===== config.mk =====
export PLATFORM = sky130hd
export DESIGN_NAME = fifo_wr_packer
export DESIGN_NICKNAME = d
export VERILOG_FILES = /design/src/rtl/fifo_wr_packer_pkg.sv /design/src/rtl/fifo_wr_packer.sv
export SDC_FILE = /design/constraint.sdc
export NUM_CORES = 1
export LEC_CHECK = 0
export ABC_AREA = 1
export BUFFER_PORTS_ARGS = -buffer_cell sky130_fd_sc_hd__buf_2
export CORE_ASPECT_RATIO = 0.6
export CORE_MARGIN = 4
export CORE_UTILIZATION = 58
export DETAILED_ROUTE_END_ITERATION = 6
export GPL_ROUTABILITY_DRIVEN = 0
export PLACE_DENSITY = 0.8
export SETUP_SLACK_MARGIN = 0.1
export SLEW_MARGIN = 10
export SYNTH_ARGS = -nofsm -noshare
export SYNTH_HDL_FRONTEND = slang
export SYNTH_SLANG_ARGS = --single-unit
export TNS_END_PERCENT = 100

===== constraint.sdc =====
create_clock -name clk_wr_i -period 2.61 [get_ports clk_wr_i]
set_input_delay 0.522 -clock clk_wr_i [delete_from_list [all_inputs] [get_ports clk_wr_i]]
set_output_delay 0.522 -clock clk_wr_i [all_outputs]
set_load 0.03 [all_outputs]

===== src/rtl/fifo_wr_packer_pkg.sv =====
// Shared sizing helpers for the write-side packer and the FIFO instance next to it.
package fifo_wr_packer_pkg;

    // Bits needed to index one lane of a packed word.
    function automatic int unsigned lane_width(int unsigned ratio);
        return (ratio > 1) ? $clog2(ratio) : 1;
    endfunction

    // Width of the FIFO write word: {strobe, data}.
    function automatic int unsigned word_width(int unsigned in_w, int unsigned ratio);
        return in_w * ratio + ratio;
    endfunction

    // All-lanes-valid strobe, returned in a 32-bit container.
    function automatic logic [31:0] strb_ones(int unsigned ratio);
        return (ratio >= 32) ? 32'hffff_ffff : ((32'd1 << ratio) - 32'd1);
    endfunction

endpackage


===== src/rtl/fifo_wr_packer.sv =====
// Packs narrow input beats into strobed multi-lane words for the async FIFO write port,
// with an almost-full status flag and a saturating count of words taken by the FIFO.
module fifo_wr_packer
    import fifo_wr_packer_pkg::*;
#(
    parameter int unsigned InW      = 8,
    parameter int unsigned Ratio    = 4,
    parameter int unsigned DepthW   = 2,
    parameter int unsigned AfThresh = 2,
    parameter int unsigned CntW     = 16
) (
    input  logic                  clk_wr_i,
    input  logic                  rst_wr_ni,
    input  logic                  in_valid_i,
    output logic                  in_ready_o,
    input  logic [InW-1:0]        in_data_i,
    input  logic                  in_last_i,
    output logic                  out_valid_o,
    input  logic                  out_ready_i,
    output logic [InW*Ratio-1:0]  out_data_o,
    output logic [Ratio-1:0]      out_strb_o,
    input  logic [DepthW-1:0]     wdepth_i,
    output logic                  almost_full_o,
    input  logic                  clr_cnt_i,
    output logic [CntW-1:0]       word_cnt_o
);

    localparam int unsigned      LaneW     = lane_width(Ratio);
    localparam int unsigned      OutW      = InW * Ratio;
    localparam int unsigned      FifoW     = word_width(InW, Ratio);
    localparam logic [Ratio-1:0] StrbAll   = Ratio'(strb_ones(Ratio));
    localparam logic [Ratio-1:0] StrbLane0 = Ratio'(1);
    localparam logic [DepthW:0]  AfLevel   = (DepthW + 1)'(AfThresh);

    logic [LaneW-1:0] lane_q, lane_d;
    logic [OutW-1:0]  acc_q, acc_d;
    logic [Ratio-1:0] acc_strb_q, acc_strb_d;
    logic             pend_q, pend_d;
    logic [OutW-1:0]  out_data_q, out_data_d;
    logic [Ratio-1:0] out_strb_q, out_strb_d;
    logic             out_valid_q, out_valid_d;
    logic             af_q;
    logic [CntW-1:0]  cnt_q, cnt_d;

    logic             accept;
    logic             handshake;
    logic             slot_free;
    logic             word_done;
    logic [OutW-1:0]  acc_wr;
    logic [Ratio-1:0] strb_wr;
    logic [FifoW-1:0] wdata;

    assign accept    = in_valid_i & ~pend_q;
    assign handshake = out_valid_q & out_ready_i;
    assign slot_free = ~out_valid_q | out_ready_i;

    always_comb begin
        acc_wr                      = acc_q;
        acc_wr[int'(lane_q) * InW +: InW] = in_data_i;
        strb_wr                     = acc_strb_q | (StrbLane0 << lane_q);
    end

    // Lanes fill from 0 upward, so a full strobe means the last lane was just written.
    assign word_done = accept & (in_last_i | (strb_wr == StrbAll));

    always_comb begin
        lane_d      = lane_q;
        acc_d       = acc_q;
        acc_strb_d  = acc_strb_q;
        pend_d      = pend_q;
        out_data_d  = out_data_q;
        out_strb_d  = out_strb_q;
        out_valid_d = out_valid_q;

        if (handshake) begin
            out_valid_d = 1'b0;
        end

        if (pend_q) begin
            if (slot_free) begin
                out_data_d  = acc_q;
                out_strb_d  = acc_strb_q;
                out_valid_d = 1'b1;
                acc_d       = '0;
                acc_strb_d  = '0;
                pend_d      = 1'b0;
            end
        end else if (accept) begin
            if (word_done) begin
                lane_d = '0;
                if (slot_free) begin
                    out_data_d  = acc_wr;
                    out_strb_d  = strb_wr;
                    out_valid_d = 1'b1;
                    acc_d       = '0;
                    acc_strb_d  = '0;
                end else begin
                    acc_d      = acc_wr;
                    acc_strb_d = strb_wr;
                    pend_d     = 1'b1;
                end
            end else begin
                acc_d      = acc_wr;
                acc_strb_d = strb_wr;
                lane_d     = lane_q + 1'b1;
            end
        end
    end

    always_comb begin
        cnt_d = cnt_q;
        if (clr_cnt_i) begin
            cnt_d = '0;
        end else if (handshake && (cnt_q != {CntW{1'b1}})) begin
            cnt_d = cnt_q + 1'b1;
        end
    end

    always_ff @(posedge clk_wr_i or negedge rst_wr_ni) begin
        if (!rst_wr_ni) begin
            lane_q      <= '0;
            acc_q       <= '0;
            acc_strb_q  <= '0;
            pend_q      <= 1'b0;
            out_data_q  <= '0;
            out_strb_q  <= '0;
            out_valid_q <= 1'b0;
            af_q        <= 1'b0;
            cnt_q       <= '0;
        end else begin
            lane_q      <= lane_d;
            acc_q       <= acc_d;
            acc_strb_q  <= acc_strb_d;
            pend_q      <= pend_d;
            out_data_q  <= out_data_d;
            out_strb_q  <= out_strb_d;
            out_valid_q <= out_valid_d;
            af_q        <= ({1'b0, wdepth_i} >= AfLevel);
            cnt_q       <= cnt_d;
        end
    end

    // Same bit order as the FIFO's wdata: {strobe, data}.
    assign wdata         = {out_strb_q, out_data_q};
    assign out_data_o    = wdata[OutW-1:0];
    assign out_strb_o    = wdata[FifoW-1:OutW];
    assign out_valid_o   = out_valid_q;
    assign in_ready_o    = ~pend_q;
    assign almost_full_o = af_q;
    assign word_cnt_o    = cnt_q;

endmodule


==> flow_metrics.tcl <==
set metrics [dict create \
    dr.first_iter.drc_count 518 \
    r2r-start "pend_q" \
    ir_worst_vdd_uv 568 \
    slew_headroom_pct 65.0 \
    grt_overflow 0 \
    die_width_um 130 \
    grt_pass1_vias 4681 \
    fmax_ghz 0.480 \
    required_ns 2.84 \
    r2r_end "acc_q[2]" \
    total_leakage_power_nw 3.14 \
    clock_skew_ns 0.00595 \
    swShare_pct 43.2 \
    syn_nets 735 \
    internal_power_mw 3.37 \
    vias_per_cell 5.73 \
    cts_resized 0 \
    cts_root_buf "clkbuf_16" \
    grt_first_pass_wirelength_um 23100 \
    rows 26 \
    power.total_mw 5.92 \
    holdBufCountCts 0 \
    r2r_slack_ns 0.53 \
    vias 5063 \
    finalCritPeriodShare_pct 79.7 \
    antenna_cells 0 \
    synth_area_leaders "dfrtp_1 45%, nand2_1 21%, nand3_1 4.8%" \
    clock_latency_ns 0.34 \
    yosysTopAreaCell "dfrtp_1" \
    grt_max_degree 46 \
    slew_violations 0 \
    drv_cap 0 \
    die_area_sq_mm 0.0106 \
    yosys_warnings 0 \
    rsz0062_at_grt "no" \
    synth_cell_type_count 30 \
    status "completed" \
    synth_top_area_share_pct 44.7 \
    grt_usage_pct 27.8 \
    core_sq_mm 0.00862 \
    drive_above_1_share_pct 14.5 \
    io_buffer_count 69 \
    htreeDepth 3 \
    seqPwrFrac_pct 36.5 \
    avgSynthCellArea_sq_um 7.33 \
    clk_pin_slew_worst_paths_ns 0.06 \
    setup_viol 0 \
    postRouteAntennaNets 0 \
    clkPwrFrac_pct 22.0 \
    n_fill_cell 733 \
    clock_path_buffers 2 \
    drt-pass1-iter-count 5 \
    hold_violations 0 \
    wl_per_cell_um 15.9 \
    ff_latch_area_sq_mm 0.00233 \
    hold_class "input port to async pin" \
    path_class "flop to flop" \
    powerDensity_mw_per_mm2 1010 \
    netlist_area_sq_mm 0.00520 \
    multi_input_area_sq_mm 0.00249 \
    combPwrFrac_pct 41.5 \
    ys_ff_latch 93 \
    rr_worst_depth 7 \
    io_pins 71 \
    worst_setup_path_start_kind "flop" \
    fin_nets 791 \
    path_max_fanout 45 \
    numCtsBuffers 9 \
    fp.dieH_um 81.4 \
    postSynthCellCount 710 \
    post_cts_buffers 0 \
    start_util_pct 60.3 \
    drc_errors 0 \
    switching_power_mw 2.56 \
    ys_seq_area_share_pct 44.7 \
    crit_path_end_kind "flop" \
    grt_antenna_before_repair 0 \
    setup_tns_ns 0 \
    fin_crit_ns 2.08 \
    cp.arrival_ns 2.31 \
    clock-sinks 93 \
    wl_um 14000 \
    tightest_slew_ns 0.526 \
    syn2layout_area_growth_pct 12.6 \
    place_hpwl_um 9740 \
    cts_tree "yes" \
]
==> flip-flops by register name, indices dropped and copies added, names as in the netlist <==
| signal | count |
|---|---|
| out_valid_o | 1 |
| pend_q | 1 |
| out_data_o | 32 |
| acc_q | 32 |
| word_cnt_o | 16 |
| out_strb_o | 4 |
| acc_strb_q | 4 |
| almost_full_o | 1 |
| lane_q | 2 |
==> worst max path at each step <==
stage	from	slack [ns]	endpoint
finish	pend_q	0.53	acc_q[2]
global route	lane_q[1]	0.36	out_data_o[17]
CTS	pend_q	0.54	out_data_o[17]
detailed placement	pend_q	0.56	out_data_o[17]
global placement	pend_q	0.64	acc_q[4]
floorplan	lane_q[0]	0.68	out_data_o[24]
==> critical path, cell delays in order (launching register included) <==
cell,delay [ns]
dfrtp_1,0.55
inv_6,0.37
nand2_4,0.16
inv_4,0.13
nand3_2,0.26
buf_4,0.32
nand4_1,0.11
nand2_1,0.06
==> cells in the mapped netlist <==
cell,instances
nor2_1,55
nand4_1,35
o21bai_1,4
nand2_1,292
inv_6,1
o21ai_0,45
o21ai_1,5
inv_4,2
ha_1,9
clkbuf_1,10
or2_2,1
buf_1,1
o21ai_4,1
nand3_2,1
dfrtp_1,93
xor2_1,6
a21oi_1,12
buf_2,16
buf_6,4
nor2_2,3
nand2_8,2
nor2_4,1
nand2_2,4
o22ai_1,8
buf_4,4
inv_1,40
nand3_1,50
inv_2,1
nand2_4,3
buf_8,1
==> layout make-up <==
type                       instances  area share, %
multi-input combinational        537           42.5
sequential                        93           39.7
timing repair buffer              81           7.48
clock buffer                      15           4.40
inverter                          44           2.99
tap                              112           2.39
clock inverter                     1          0.513
==> routing by layer <==
layer / up-vias / part of all wire (%) / track usage, %
met5: - / 0 / 0
met4: 0 / 0.96 / 6.64
met3: 15 / 10 / 7.56
met2: 251 / 43 / 41.4
met1: 2399 / 46 / 40.6
li1: 2398 / - / -
==> cells by family (layout without fill, tap and decap cells) <==
group,count (synthesis),count (layout),synth area share [%]
buffers and inverters,80,141,7.43
flip-flops,93,93,44.7
adder cells (fa/ha/maj),9,9,2.16
XOR/XNOR,6,6,1.01
AND/OR/NAND/NOR,447,447,36.8
AO/OA/AOI/OAI,75,75,7.82
==> power by group through the flow <==
stage / Clock (mW) / Sequential [mW] / Combinational (mW)
2_1_floorplan: 0 / 2.60 / 1.32
3_3_place_gp: 0 / 2.15 / 2.35
3_5_place_dp: 0 / 2.18 / 2.42
4_1_cts: 1.32 / 2.16 / 2.44
5_1_grt: 1.38 / 2.22 / 2.74
6_report: 1.30 / 2.16 / 2.46
==> layout by cell type, fill, tap and decap left out, drive strengths merged <==
master and instances:
clkbuf 15, o21ai 51, xor2 6, a21oi 12, nor2 59, nand4 35
inv 44, dfrtp 93, nand3 51, bufinv 1, nand2 301, ha 9
o22ai 8, o21bai 4, or2 1, buf 81
==> through the flow <==
stage	hold slack [ns]	util (%)	cells	worst slack, ns	cell area [sq um]
after floorplan	0.226	-	710	0.679	5200
after global placement	0.449	64.6	867	0.643	5570
after detailed placement	0.454	64.6	867	0.558	5570
after CTS	0.157	67.9	883	0.537	5860
after global routing	0.172	67.9	883	0.357	5860
final	0.141	67.9	883	0.529	5860
(Power assumes the default switching activity.)
